File: config.mk
export PLATFORM = sky130hd
export DESIGN_NAME = wb_port_arbiter
export DESIGN_NICKNAME = d
export VERILOG_FILES = /design/src/rtl/wb_port_arbiter.sv
export SDC_FILE = /design/constraint.sdc
export NUM_CORES = 1
export LEC_CHECK = 0
export BUFFER_PORTS_ARGS = -buffer_cell sky130_fd_sc_hd__buf_2
export CORE_UTILIZATION = 47
export CTS_CLUSTER_DIAMETER = 40
export DETAILED_ROUTE_END_ITERATION = 10
export PLACE_DENSITY = 0.79
export SLEW_MARGIN = 0
export SYNTH_ARGS = -nofsm -noshare
export SYNTH_HDL_FRONTEND = slang
export SYNTH_SLANG_ARGS = --single-unit
File: constraint.sdc
create_clock -name CLK -period 3.1 [get_ports CLK]
set_clock_uncertainty 0.15 [all_clocks]
set_input_delay 0.62 -clock CLK [delete_from_list [all_inputs] [get_ports CLK]]
set_output_delay 0.62 -clock CLK [all_outputs]
set_load 0.05 [all_outputs]
File: src/rtl/wb_port_arbiter.sv
// Register-file write-port arbiter: pipeline write-back vs. queued mul/div results.
// Pipeline normally wins; a starvation counter forces one MDU grant after STARVE_MAX losses.
module wb_port_arbiter #(
  parameter int DEPTH      = 2,
  parameter int STARVE_MAX = 4
) (
  input  logic        CLK,
  input  logic        reset,
  input  logic        pipe_we,
  input  logic [4:0]  pipe_A3,
  input  logic [31:0] pipe_WD3,
  output logic        pipe_stall,
  input  logic        mdu_valid,
  input  logic [4:0]  mdu_A3,
  input  logic [31:0] mdu_WD3,
  output logic        mdu_ready,
  input  logic [4:0]  rs_addr,
  input  logic [4:0]  rt_addr,
  input  logic [4:0]  rd_addr,
  output logic        rs_busy,
  output logic        rt_busy,
  output logic        rd_busy,
  output logic        WE3,
  output logic [4:0]  A3,
  output logic [31:0] toWD3
);

  localparam int PW = (DEPTH > 1) ? $clog2(DEPTH) : 1;
  localparam int CW = $clog2(STARVE_MAX + 1);
  localparam logic [PW:0]   DEPTH_C     = (PW + 1)'(DEPTH);
  localparam logic [CW-1:0] STARVE_LAST = CW'(STARVE_MAX - 1);

  logic [4:0]       fifo_a [DEPTH];
  logic [31:0]      fifo_d [DEPTH];
  logic [DEPTH-1:0] fifo_vld;
  logic [PW-1:0]    wr_ptr, rd_ptr;
  logic [PW:0]      count;
  logic [CW-1:0]    starve_cnt;
  logic             force_q;

  logic fifo_empty, pipe_req_p0, grant_pipe_p0, grant_fifo_p0, push_p0;

  // Stage p0: grant selection and FIFO handshake
  assign fifo_empty    = (count == '0);
  assign pipe_req_p0   = pipe_we && (pipe_A3 != 5'd0);
  assign grant_fifo_p0 = force_q || (!pipe_req_p0 && !fifo_empty);
  assign grant_pipe_p0 = !force_q && pipe_req_p0;
  assign mdu_ready     = !reset && (count < DEPTH_C);
  // Writes to r0 are accepted but never queued.
  assign push_p0       = mdu_valid && mdu_ready && (mdu_A3 != 5'd0);
  assign pipe_stall    = force_q;

  always_comb begin
    rs_busy = 1'b0;
    rt_busy = 1'b0;
    rd_busy = 1'b0;
    for (int i = 0; i < DEPTH; i++) begin
      if (fifo_vld[i]) begin
        if (fifo_a[i] == rs_addr) rs_busy = 1'b1;
        if (fifo_a[i] == rt_addr) rt_busy = 1'b1;
        if (fifo_a[i] == rd_addr) rd_busy = 1'b1;
      end
    end
    if (rs_addr == 5'd0) rs_busy = 1'b0;
    if (rt_addr == 5'd0) rt_busy = 1'b0;
    if (rd_addr == 5'd0) rd_busy = 1'b0;
  end

  always_ff @(posedge CLK) begin
    if (push_p0) begin
      fifo_a[wr_ptr] <= mdu_A3;
      fifo_d[wr_ptr] <= mdu_WD3;
    end
  end

  // Stage p1: FIFO control, starvation tracking and the write-port register
  always_ff @(posedge CLK) begin
    if (reset) begin
      WE3        <= 1'b0;
      A3         <= 5'd0;
      toWD3      <= 32'd0;
      count      <= '0;
      wr_ptr     <= '0;
      rd_ptr     <= '0;
      fifo_vld   <= '0;
      starve_cnt <= '0;
      force_q    <= 1'b0;
    end else begin
      if (grant_fifo_p0) begin
        WE3   <= 1'b1;
        A3    <= fifo_a[rd_ptr];
        toWD3 <= fifo_d[rd_ptr];
      end else if (grant_pipe_p0) begin
        WE3   <= 1'b1;
        A3    <= pipe_A3;
        toWD3 <= pipe_WD3;
      end else begin
        WE3 <= 1'b0;
      end

      if (push_p0) begin
        fifo_vld[wr_ptr] <= 1'b1;
        wr_ptr           <= wr_ptr + 1'b1;
      end
      if (grant_fifo_p0) begin
        fifo_vld[rd_ptr] <= 1'b0;
        rd_ptr           <= rd_ptr + 1'b1;
      end
      case ({push_p0, grant_fifo_p0})
        2'b10:   count <= count + 1'b1;
        2'b01:   count <= count - 1'b1;
        default: count <= count;
      endcase

      force_q <= 1'b0;
      if (grant_fifo_p0 || fifo_empty) begin
        starve_cnt <= '0;
      end else if (grant_pipe_p0) begin
        if (starve_cnt == STARVE_LAST) begin
          starve_cnt <= '0;
          force_q    <= 1'b1;
        end else begin
          starve_cnt <= starve_cnt + 1'b1;
        end
      end
    end
  end

endmodule

# Word level (Yosys, flattened, before mapping)
# Memories as Yosys holds them, arrays and structs flattened. A register that Yosys moved wholly into a read port is not among the register bits.
# Index checks and enable logic that the tools add are counted.
# totals
in_bits	93
ff_bits	48
memories	2
output_inout_bits	43
ramBits	74
# classes
n_reduce_logical	24
bitwise_logic	4
eq_ne	9
mux	37
magnitude_cmp	5
add_sub_neg	5
# memory_table
memory	depth	width	rd	rd_ports_with_merged_regs	wr	line	source
fifo_d	2	32	1	1	1	34	logic [31:0] fifo_d [DEPTH];
fifo_a	2	5	3	1	1	33	logic [4:0] fifo_a [DEPTH];
# ops
operator	count
$mux W32	2
$eq A5 B5 Y1	6
$mux W1	26
$logic_not A5 Y1	3
$mux W5	2
$reduce_bool A5 Y1	2
$logic_and A1 B1 Y1	8
$mux W2	3
$logic_not A1 Y1	4
$lt A1 B2 Y1 const B	2
$pmux W2 S2	1
$reduce_bool A2 Y1	2
$add A3 B1 Y3 const B	1
$eq A3 B2 Y1 const B	1
$mux W3	1
$reduce_or A3 Y1	1
$add A1 B1 Y1 const B	2
$add A2 B1 Y2 const B	1
$and A2 B2 Y2	1
$demux W1 S1	2
$eq A2 B1 Y1 const B	1
$eq A2 B2 Y1 const B	1
$ge A1 B1 Y1 const B	2
$logic_not A2 Y1	1
other kinds (7)	8

# Logic depth before layout (Yosys ltp)
# Gate-level depths: netlist of the first run.
# logic_depth
word_depth	9
depth_mapped	8

# Worst setup path before layout of the first run
# OpenSTA, ideal clock, no wires.
# synth_path
path_type	input to register
startpoint	input reset
endpoint	memory fifo_a[0][0], enable pin
path_buffers	1
path_slack_ns	-0.970
t_required_ns	2.516
t_arrival_ns	3.485
setup_time_ns	0.434
path_stages	5
cell_sequence	clkbuf_1 -> nor2_1 -> o211a_1 -> inv_1 -> nor2_1
# synth_via
elab_chain_cells	6
# synth_lines
element	line	source
start: declaration	8	input logic reset,
$logic_not A1 Y1	48	assign mdu_ready = !reset && (count < DEPTH_C);
$logic_and A1 B1 Y1	48	
via mdu_ready	16	output logic mdu_ready,
$logic_and A1 B1 Y1 (2 in series)	50	assign push_p0 = mdu_valid && mdu_ready && (mdu_A3 != 5'd0);
$mux W1	70	if (push_p0) begin
$mux W1 (not written as such)	71	fifo_a[wr_ptr] <= mdu_A3;
end: declaration	33	
# The timed path passes the listed nets, and every way through them passes these cells.

==> results of run 1 <==
[critical path, delay by kind of cell, from the launching register on]
family                 cells  cell delay, ns
AND/OR/NAND/NOR            2            0.56
XOR/XNOR                   1            0.21
buffers and inverters      1            0.29
flip-flops                 1            0.50
AO/OA/AOI/OAI              1            0.17
[final timing paths]
| path | slack, ns | endpoint | depth (start not counted) | start |
|---|---|---|---|---|
| worst max-delay path | 0.1 | rt_busy | 5 | fifo_a[1][0] |
| worst min-delay path | 0.15 | fifo_d[0][20] | 1 | mdu_WD3[20] |
| worst max register to register | 0.81 | fifo_d[0][24] | 4 | count[1] |
| worst min register to register | 0.29 | starve_cnt[0] | 1 | starve_cnt[0] |
[metrics by stage]
step,setup slack (ns),power (mW),instance area [um2]
2_1_floorplan,0.06387,3.077,5081
3_3_place_gp,0.4325,3.427,5907
3_5_place_dp,0.3872,3.463,5907
5_1_grt,0.01191,5.765,6548
4_1_cts,0.1151,5.575,6548
6_report,0.09610,5.543,6548
[cells in the final DEF (no fill, tap or decap), types with 4 or more instances in the layout]
cell / netlist / final
nand2_1: 74 / 74
clkbuf_16: 0 / 16
mux2i_1: 37 / 37
xor2_1: 25 / 25
o211ai_1: 37 / 37
a21oi_1: 45 / 45
xnor2_1: 7 / 7
or4_1: 4 / 4
buf_2: 6 / 135
nor2_1: 10 / 8
nand3_1: 6 / 6
nor4_1: 6 / 6
bufinv_16: 0 / 5
dfxtp_1: 49 / 48
edfxtp_1: 74 / 74
[logic make-up (layout without fill, tap and decap cells)]
kind of cell	after synthesis	after routing	synth area share [%]
xor+xnor	32	32	5.532
fa+ha+maj	2	2	0.4939
simple gates	112	112	9.855
mux	37	37	7.311
compound gates	90	90	11.06
buf+inv	28	176	2.519
flops	123	123	63.23
[layout make-up]
type	instances	area (um2)	area share (%)
Timing Repair Buffer	141	758.2	11.58
Inverter	3	11.26	0.1720
Tap cell	136	170.2	2.599
Multi-Input combinational cell	273	1763	26.93
Clock buffer	21	449.2	6.860
Sequential cell	123	3204	48.94
Clock inverter	11	191.4	2.924
[metal layers]
layer | GRT usage (%) | up-vias | share of wire (%)
met5 | 0 | - | 0
met4 | 9.921 | 0 | 2.0
met3 | 6.555 | 21 | 5.9
met2 | 36.83 | 137 | 51
met1 | 24.28 | 1761 | 41
li1 | - | 1818 | -
[power by group through the flow]
stage	registers, mW	logic [mW]	clock network (mW)
2_1_floorplan	2.36	0.721	0
3_3_place_gp	2.09	1.34	0
3_5_place_dp	2.10	1.36	0
4_1_cts	2.07	1.38	2.13
5_1_grt	2.09	1.48	2.20
6_report	2.07	1.37	2.10
[state kept, by name, indices dropped and copies added (netlist names), 2 cells and up, named ones only]
name,count
starve_cnt,3
fifo_d,64
count,2
fifo_vld,2
A3,5
fifo_a,10
toWD3,32
==> impl_summary.log, run 1 <==
INFO  metric internal_power = roughly 3.8 mW
INFO  metric max_slew_margin = a little under a quarter
INFO  metric insertion_delay = a little over 0.5 ns
INFO  metric die_height = about 110 um
INFO  metric place.detailed.hpwl = 7781 um
INFO  metric place.port_buffers = around 140
INFO  metric switching_share = a little under a third
INFO  metric clock-root-buffer = clkbuf_8
INFO  metric cell_count_post_placement = 676
INFO  metric place_congestion = 0.9612
INFO  metric ys.warnings.count = 0
INFO  metric ir_drop = 0.4102 mV
INFO  metric status = complete, no violations
INFO  metric fin_hold_ws = 0.1467 ns
INFO  metric floorplan.rows = 37
INFO  metric finalSetupTns = 0 ns
INFO  metric power.switching = 1.731 mW
INFO  metric syn_to_final_growth = 29.24%
INFO  metric synth_sequential_area_ratio = 63.23%
INFO  metric post_synth.cell_area_avg = ~12 um2
INFO  metric final_cell_count_no_fill = a little over 700
INFO  metric wire_length_of_the_first_global_routing_pass = around 18,000 um
INFO  metric grt_remaining_overflow = 0
INFO  metric grt_use_total = 21.41%
INFO  metric max_cap_viol_count = 0
INFO  metric drt-initial-drc-count = 190
INFO  metric numCtsBuffers = 17
INFO  metric yosysTopAreaCell = edfxtp_1
INFO  metric fillCellCount = between 800 and 900
INFO  metric total_leakage_power = roughly 2.6 nW
INFO  metric layout.nets = 654
INFO  metric cts_htree_levels = 4
INFO  metric clock_transition_time_at_the_flip_flop_clock_pins_of_the_worst_setup_and_hold_paths = roughly 0.06 ns
INFO  metric drive_gt1_share = approximately 31%
INFO  metric cts_repair_resize_count = 0
INFO  metric area_of_the_mapped_netlist = around 0.0051 mm2
INFO  metric cell_types_occupying_the_most_area_after_synthesis = edfxtp_1 (44%), dfxtp_1 (19%), mux2i_1 (7.3%), nand2_1 (5.5%), o211ai_1 (5.5%)
INFO  metric critical_path.endpoint_type = output port
INFO  metric crit_fanout = 4
INFO  metric post-cts-setup-buffers = 0
INFO  metric dominantRegCellSynth = edfxtp_1
INFO  metric floorplan_core_area = ~0.010 mm2
INFO  metric report.final.hold_viol_count = 0
INFO  metric die_area = 0.01120 mm2
INFO  metric avgViaCountPerCell = roughly 5.3
INFO  metric antenna_cells_inserted = 0
INFO  metric criticalPathCategory = flop to output port
INFO  metric synthesis.nets = about 520
INFO  metric cts_hold_repair.buffers = 0
INFO  metric synthCells = approximately 420
INFO  metric ios = ~140
INFO  metric max_slew.worst_pin.slew = roughly 1.2 ns
INFO  metric initial_antenna_violation_count = 0
INFO  metric avgRoutedWirePerCell = ~17 um
INFO  metric hold_path.class = input port to flop
INFO  metric ys_async_sr_fraction = 0%
INFO  metric finish.utilization = 63.14%
INFO  metric number_of_global_route_vias_before_repair = about 3,800
INFO  metric rsz_0062_raised_after_global_routing = no
INFO  metric synth_seq_cells = roughly 120
INFO  metric finalCritPeriodShare = between 90% and 100%
INFO  metric post_synth_most_frequent_cells = edfxtp_1 (74), nand2_1 (74), dfxtp_1 (49), a21oi_1 (45)
INFO  metric comb_power_share = between 20% and 30%
INFO  metric start_util = 48.85%
INFO  metric number_of_enable_flip_flop_cells_after_synthesis = 74
INFO  metric report.final.setup_viol = 0
INFO  metric cts_max_path_buffers = 2
INFO  metric yosysUniqueCellTypes = 32
INFO  metric first_pass_iters = 5
INFO  metric route.final.wire_length = ~12,000 um
INFO  metric final_period_minus_worst_setup_slack = 3.004 ns
INFO  metric standard_cell_with_the_maximum_stage_delay_on_the_critical_path = edfxtp_1
INFO  metric worst_setup_path_start_kind = flop
INFO  metric pwr_density_cell = roughly 850 mW/mm2
INFO  metric number_of_remaining_drc_errors = 0
INFO  metric ant_nets = 0
INFO  metric worst-endpoint-required = 2.33 ns
INFO  metric max_freq = around 330 MHz
INFO  metric arrival = approximately 2.2 ns
INFO  metric die_width = roughly 110 um
INFO  metric power.clock.fraction = between 30% and 40%
INFO  metric worstPathCellList = xor2_1, nor4_1, nand3_1, a21oi_1, buf_2
INFO  metric cts_num_sinks = 123
INFO  metric final-max-slew-violation-count = 0
INFO  metric synth.top_cell.area_share = between 40% and 50%
INFO  metric routed-via-count = approximately 3,700
INFO  metric tritoncts = built
INFO  metric cpPeakStageDelay = 0.50 ns
INFO  metric pin_count_of_the_biggest_net_entering_global_routing = 46
INFO  metric seq_power_share = 37.3%
Power figures use the tool's default switching activity.
==> inputs of run 2 (changes only) <==
--- a/config.mk
+++ b/config.mk
@@ -6,6 +6,7 @@
 export NUM_CORES = 1
 export LEC_CHECK = 0
 export BUFFER_PORTS_ARGS = -buffer_cell sky130_fd_sc_hd__buf_2
+export CORE_ASPECT_RATIO = 1.25
 export CORE_UTILIZATION = 47
 export CTS_CLUSTER_DIAMETER = 40
 export DETAILED_ROUTE_END_ITERATION = 10
==> impl_summary.log, run 2 (synthesis results as in run 1) <==
INFO  metric cts_repair_resize_count = 0
INFO  metric die_area = between 0.01 and 0.015 mm2
INFO  metric cts_max_path_buffers = 2
INFO  metric top_regs = fifo_d x64, toWD3 x32, fifo_a x10
INFO  metric total_leakage_power = 2.496 nW
INFO  metric finish.utilization = between 60% and 70%
INFO  metric report.final.setup_viol = 0
INFO  metric status = complete, no violations
INFO  metric ant_nets = 0
INFO  metric route.final.wire_length = about 11,000 um
INFO  metric worst_setup_path_start_kind = flop
INFO  metric rsz_0062_raised_after_global_routing = no
INFO  metric ir_drop = 0.4425 mV
INFO  metric antenna_cells_inserted = 0
INFO  metric number_of_remaining_drc_errors = 0
INFO  metric drive_gt1_share = between 30% and 40%
INFO  metric max_slew.worst_pin.slew = about 1.2 ns
INFO  metric critical_path.endpoint_type = output port
INFO  metric registers.top_by_ff_count = fifo_d
INFO  metric leading_cell_types_in_the_layout_fill_and_taps_excluded = buf_2 (135), nand2_1 (74), edfxtp_1 (74)
INFO  metric final_period_minus_worst_setup_slack = ~2.8 ns
INFO  metric ios = between 100 and 150
INFO  metric insertion_delay = roughly 0.40 ns
INFO  metric place.detailed.hpwl = ~7600 um
INFO  metric layout_setup_ws = slightly above 0.3 ns
INFO  metric layout.nets = roughly 660
INFO  metric max_slew_margin = between 20% and 30%
INFO  metric floorplan_core_area = about 0.011 mm2
INFO  metric pin_count_of_the_biggest_net_entering_global_routing = 53
INFO  metric avgViaCountPerCell = ~5.3
INFO  metric crit_family = flip-flops
INFO  metric first_pass_iters = 5
INFO  metric placed_cell_area = just under 0.006 mm2
INFO  metric timing.critical_path.buf_inv = 1
INFO  metric post-cts-setup-buffers = 0
INFO  metric start_util = between 40% and 50%
INFO  metric grt_use_total = 20.32%
INFO  metric clock-root-buffer = clkbuf_16
INFO  metric seq_power_share = 40.4%
INFO  metric report.final.hold_viol_count = 0
INFO  metric number_of_global_route_vias_before_repair = ~3,700
INFO  metric worstPathCellList = xor2_1, nor4_1, nand3_1, a21oi_1, buf_2
INFO  metric tritoncts = built
INFO  metric place.port_buffers = around 140
INFO  metric fillCellCount = 859
INFO  metric max_cap_viol_count = 0
INFO  metric preCtsSetupSlack = 0.3384 ns
INFO  metric avgRoutedWirePerCell = 15.56 um
INFO  metric arrival = approximately 2.0 ns
INFO  metric crit_fanout = 4
INFO  metric place_congestion = between 0.8 and 0.9
INFO  metric die_width = about 95 um
INFO  metric worst-endpoint-required = 2.33 ns
INFO  metric die_height = between 100 and 150 um
INFO  metric final_common_cell = buf_2
INFO  metric standard_cell_with_the_maximum_stage_delay_on_the_critical_path = edfxtp_1
INFO  metric power.switching = ~1.6 mW
INFO  metric cpPeakStageDelay = slightly above 0.5 ns
INFO  metric pwr_density_cell = about 790 mW/mm2
INFO  metric max_reg_flops = between 60 and 70
INFO  metric internal_power = ~3.4 mW
INFO  metric cts_htree_levels = 4
INFO  metric power.total = about 5.1 mW
INFO  metric max_freq = 358.2 MHz
INFO  metric routed-via-count = 3,746
INFO  metric drt-initial-drc-count = approximately 140
INFO  metric numCtsBuffers = 17
INFO  metric final-max-slew-violation-count = 0
INFO  metric wire_length_of_the_first_global_routing_pass = approximately 17,000 um
INFO  metric syn_to_final_growth = 26.15%
INFO  metric finalCritPeriodShare = 90.05%
INFO  metric finalSetupTns = 0 ns
INFO  metric criticalPathCategory = flop to output port
INFO  metric cts_hold_repair.buffers = 0
INFO  metric hold_path.class = input port to flop
INFO  metric clock_transition_time_at_the_flip_flop_clock_pins_of_the_worst_setup_and_hold_paths = around 0.05 ns
INFO  metric initial_antenna_violation_count = 0
INFO  metric switching_share = between 30% and 40%
INFO  metric fin_area = ~0.0064 mm2
INFO  metric grt_remaining_overflow = 0
INFO  metric comb_power_share = a little over a quarter
INFO  metric power.clock.fraction = between 30 and 40%
INFO  metric floorplan.rows = 42
INFO  metric cts_num_sinks = approximately 120
[run 2: cell types whose count changed in the layout (fill, tap and decap cells not counted), sizes merged]
cell / before / now
bufinv: 5 / 0
clkinv: 4 / 5
clkbuf: 21 / 27
clkinvlp: 2 / 0
buf: 141 / 142
[run 2: worst register-to-register path, delay by kind of cell, from the launching register on]
family / cells / cell delay, ns
simple gates: 2 / 1.06
flops: 1 / 0.34
compound gates: 1 / 0.21
buf+inv: 1 / 0.12
[run 2: final timing paths]
check           startpoint            end  slack, ns  cells past startpoint
max           fifo_a[0][0]        rt_busy       0.31                      5
min            mdu_WD3[14]  fifo_d[1][14]       0.26                      1
max reg2reg       count[1]  fifo_d[0][20]       0.82                      4
min reg2reg  starve_cnt[0]  starve_cnt[0]       0.30                      1
[run 2: power groups by stage]
stage               clock network, mW  logic (mW)  registers [mW]
floorplan                           0       0.721            2.36
global placement                    0        1.32            2.06
detailed placement                  0        1.35            2.07
CTS                              1.70        1.36            2.05
global route                     1.79        1.45            2.06
finish                           1.68        1.34            2.04
[run 2: per-stage QoR]
step	hold slack [ns]	cells
after global placement	0.2617	673
after global routing	0.2433	705
after CTS	0.2401	705
after detailed placement	0.2993	673
after floorplan	0.2549	424
final	0.2587	705
[run 2: cell type report]
type,count,area (um2),area share [%]
clock buffers,27,483.0,7.557
repair buffers,142,740.7,11.59
inverters,3,11.26,0.1762
clock inverters,5,23.77,0.3720
well taps,132,165.2,2.584
multi-input cells,273,1763,27.58
flip-flops and latches,123,3204,50.14
[run 2: metal layers]
layer,vias up,GRT usage [%],share of wire (%)
met5,-,0,0
met4,0,7.765,1.5
met3,16,5.879,5.8
met2,140,36.42,52
met1,1768,22.02,40
li1,1822,-,-
==> inputs of run 3 (changes only) <==
--- a/config.mk
+++ b/config.mk
@@ -5,12 +5,14 @@
 export SDC_FILE = /design/constraint.sdc
 export NUM_CORES = 1
 export LEC_CHECK = 0
+export ABC_AREA = 1
 export BUFFER_PORTS_ARGS = -buffer_cell sky130_fd_sc_hd__buf_2
 export CORE_ASPECT_RATIO = 1.25
-export CORE_UTILIZATION = 47
+export CORE_UTILIZATION = 48
 export CTS_CLUSTER_DIAMETER = 40
 export DETAILED_ROUTE_END_ITERATION = 10
-export PLACE_DENSITY = 0.79
+export GPL_TIMING_DRIVEN = 0
+export PLACE_DENSITY = 0.8
 export SLEW_MARGIN = 0
 export SYNTH_ARGS = -nofsm -noshare
 export SYNTH_HDL_FRONTEND = slang
==> impl_summary.log, run 3 <==
INFO  metric status = complete, no violations
INFO  metric wire_length_of_the_first_global_routing_pass = roughly 22,000 um
INFO  metric max_cap_viol_count = 0
INFO  metric worst_path_most_repeated_cell = nand2_1
INFO  metric top_regs = fifo_d x64, toWD3 x32, fifo_a x10
INFO  metric dominantRegCellSynth = edfxtp_1
INFO  metric number_of_remaining_drc_errors = 0
INFO  metric pwr_density_cell = roughly 750 mW/mm2
INFO  metric crit_family = simple AND/OR/NAND/NOR gates
INFO  metric ys_async_sr_fraction = 0%
INFO  metric max_freq = approximately 390 MHz
INFO  metric criticalPathCategory = flop to output port
INFO  metric synthesis.nets = 731
INFO  metric cts_num_sinks = 123
INFO  metric post_synth_most_frequent_cells = nand2_1 (113), nor2_1 (78), inv_1 (77), edfxtp_1 (74), o21ai_0 (50)
INFO  metric route.final.wire_length = about 14,000 um
INFO  metric critical_path.endpoint_type = output port
INFO  metric number_of_enable_flip_flop_cells_after_synthesis = 74
INFO  metric number_of_global_route_vias_before_repair = 4,569
INFO  metric placed_cell_area = 0.006461 mm2
INFO  metric final_period_minus_worst_setup_slack = 2.550 ns
INFO  metric area_of_the_mapped_netlist = roughly 0.0056 mm2
INFO  metric routed-via-count = ~4,800
INFO  metric max_slew.worst_pin.slew = 0.8871 ns
INFO  metric pin_count_of_the_biggest_net_entering_global_routing = 38
INFO  metric synth.top_cell.area_share = between 30% and 40%
INFO  metric cpPeakStageDelay = 0.47 ns
INFO  metric numCtsBuffers = 17
INFO  metric place.port_buffers = about 140
INFO  metric standard_cell_with_the_maximum_stage_delay_on_the_critical_path = edfxtp_1
INFO  metric synthCells = 636
INFO  metric drive_gt1_share = about a quarter
INFO  metric die_height = ~120 um
INFO  metric arrival = 1.78 ns
INFO  metric fin_area = just over 0.007 mm2
INFO  metric yosysUniqueCellTypes = 27
INFO  metric max_reg_flops = between 60 and 70
INFO  metric insertion_delay = 0.41 ns
INFO  metric die_area = around 0.012 mm2
INFO  metric clock-root-buffer = clkbuf_16
INFO  metric cell_types_occupying_the_most_area_after_synthesis = edfxtp_1 (40%), dfxtp_1 (17%), nand2_1 (7.6%), nor2_1 (5.2%), inv_1 (5.1%)
INFO  metric crit_fanout = 6
INFO  metric floorplan_core_area = 0.01124 mm2
INFO  metric total_leakage_power = approximately 3.2 nW
INFO  metric finalCritPeriodShare = 82.26%
INFO  metric avgRoutedWirePerCell = about 15 um
INFO  metric finish.utilization = 62.97%
INFO  metric synth_seq_cells = about 120
INFO  metric first_pass_iters = 5
INFO  metric leading_cell_types_in_the_layout_fill_and_taps_excluded = buf_2 (145), nand2_1 (113), nor2_1 (78)
INFO  metric post_synth.cell_area_avg = slightly below 9 um2
INFO  metric fillCellCount = 958
INFO  metric cts_max_path_buffers = 2
INFO  metric ys.warnings.count = 0
INFO  metric ir_drop = 0.4230 mV
INFO  metric yosysTopAreaCell = edfxtp_1
INFO  metric floorplan.rows = 43
INFO  metric grt_use_total = 23.72%
INFO  metric area.sequential = 0.003203 mm2
INFO  metric drt-initial-drc-count = 229
INFO  metric cts_repair_resize_count = 0
INFO  metric yosysMostFrequentCell = nand2_1
INFO  metric timing.critical_path.buf_inv = 1
INFO  metric multi_input_area = 0.001934 mm2
INFO  metric final-max-slew-violation-count = 0
INFO  metric cts_htree_levels = 4
INFO  metric die_width = approximately 99 um
INFO  metric worstPathCellList = nand2_1, nand2_1, nor3_1, nand3_1, a21oi_1, buf_2
INFO  metric start_util = roughly half
INFO  metric initial_antenna_violation_count = 2
INFO  metric avgViaCountPerCell = between 5 and 6
INFO  metric place.detailed.hpwl = ~9500 um
INFO  metric final_common_cell = buf_2
INFO  metric layout.nets = around 890
INFO  metric syn_to_final_growth = 26.06%
INFO  metric synth_sequential_area_ratio = 57.03%
INFO  metric worst-endpoint-required = between 2 and 2.5 ns
INFO  metric max_slew_margin = approximately two fifths
INFO  metric cts_hold_repair.buffers = 0
INFO  metric ant_nets = 0
INFO  metric post-cts-setup-buffers = 0
INFO  metric registers.top_by_ff_count = fifo_d
INFO  metric tritoncts = built
INFO  metric worst_setup_path_start_kind = flop
INFO  metric clock_transition_time_at_the_flip_flop_clock_pins_of_the_worst_setup_and_hold_paths = approximately 0.06 ns
INFO  metric grt_remaining_overflow = 0
INFO  metric report.final.setup_viol = 0
INFO  metric place_congestion = around 0.91
INFO  metric ios = between 100 and 150
INFO  metric rsz_0062_raised_after_global_routing = no
INFO  metric report.final.hold_viol_count = 0
INFO  metric finalSetupTns = 0 ns
INFO  metric hold_path.class = input port to flop
==> run 3: cell count changes in the layout (fill, tap and decap cells not counted), sizes merged, moves of 7 or more <==
cell,change
inv,+77
o21ai,+77
nor2,+72
nand2,+42
mux2i,-37
o211ai,-37
nand3b,+31
nand3,+30
xor2,-22
nor3,+15
buf,+14
a21oi,-9
xnor2,-7
==> run 3: kinds of logic after synthesis <==
kind of cell,after synthesis,share of synthesized area [%]
fa+ha+maj,2,0.4455
compound gates,116,10.34
flops,123,57.03
xor+xnor,3,0.4679
simple gates,283,23.19
buf+inv,109,8.532
==> run 3: layout make-up <==
class                      instances  share of cell area [%]
timing repair buffer             135                   9.542
inverter                          80                   4.259
antenna                            1                 0.03534
sequential                       123                   45.24
tap                              135                   2.386
clock buffer                      25                   7.139
buffer                            29                   2.509
multi-input combinational        404                   27.32
clock inverter                     7                   1.573
==> run 3: stage by stage <==
| stage | setup slack (ns) | power (mW) | std cells | hold WS, ns |
|---|---|---|---|---|
| finish | 0.5498 | 5.314 | 939 | 0.2389 |
| global route | 0.4487 | 5.524 | 938 | 0.2359 |
| CTS | 0.5176 | 5.339 | 938 | 0.2260 |
| detailed placement | 0.5510 | 3.299 | 906 | 0.2780 |
| global placement | 0.01363 | 3.284 | 906 | 0.2709 |
| floorplan | 0.5777 | 2.945 | 636 | 0.2575 |
==> run 3: worst register-to-register path, delay by kind of cell (launching register included) <==
| kind | cells | cell delay [ns] |
|---|---|---|
| buf+inv | 1 | 0.66 |
| flops | 1 | 0.34 |
| simple gates | 2 | 0.55 |
==> run 3: metal layers <==
| metal | vias to the layer above | routed length [um] | GRT usage, % |
|---|---|---|---|
| met3 | 31 | 794 | 4.862 |
| met1 | 2201 | 5576 | 28.00 |
| met2 | 162 | 6915 | 41.74 |
| li1 | 2412 | - | - |
| met5 | - | 10 | 0 |
| met4 | 2 | 359 | 10.82 |
==> run 3: final timing paths <==
kind / start / end / slack [ns] / depth (start not counted)
max: fifo_a[0][3] / rd_busy / 0.55 / 6
max reg2reg: count[1] / fifo_d[0][12] / 0.97 / 3
min reg2reg: starve_cnt[0] / starve_cnt[0] / 0.29 / 1
min: mdu_WD3[20] / fifo_d[0][20] / 0.24 / 1
==> run 3: power by group <==
group	switching, mW	internal, mW	leakage (nW)
sequential	0.0813	1.92	1.08
combinational	0.914	0.356	1.80
clock	0.674	1.37	0.308
total	1.67	3.64	3.20
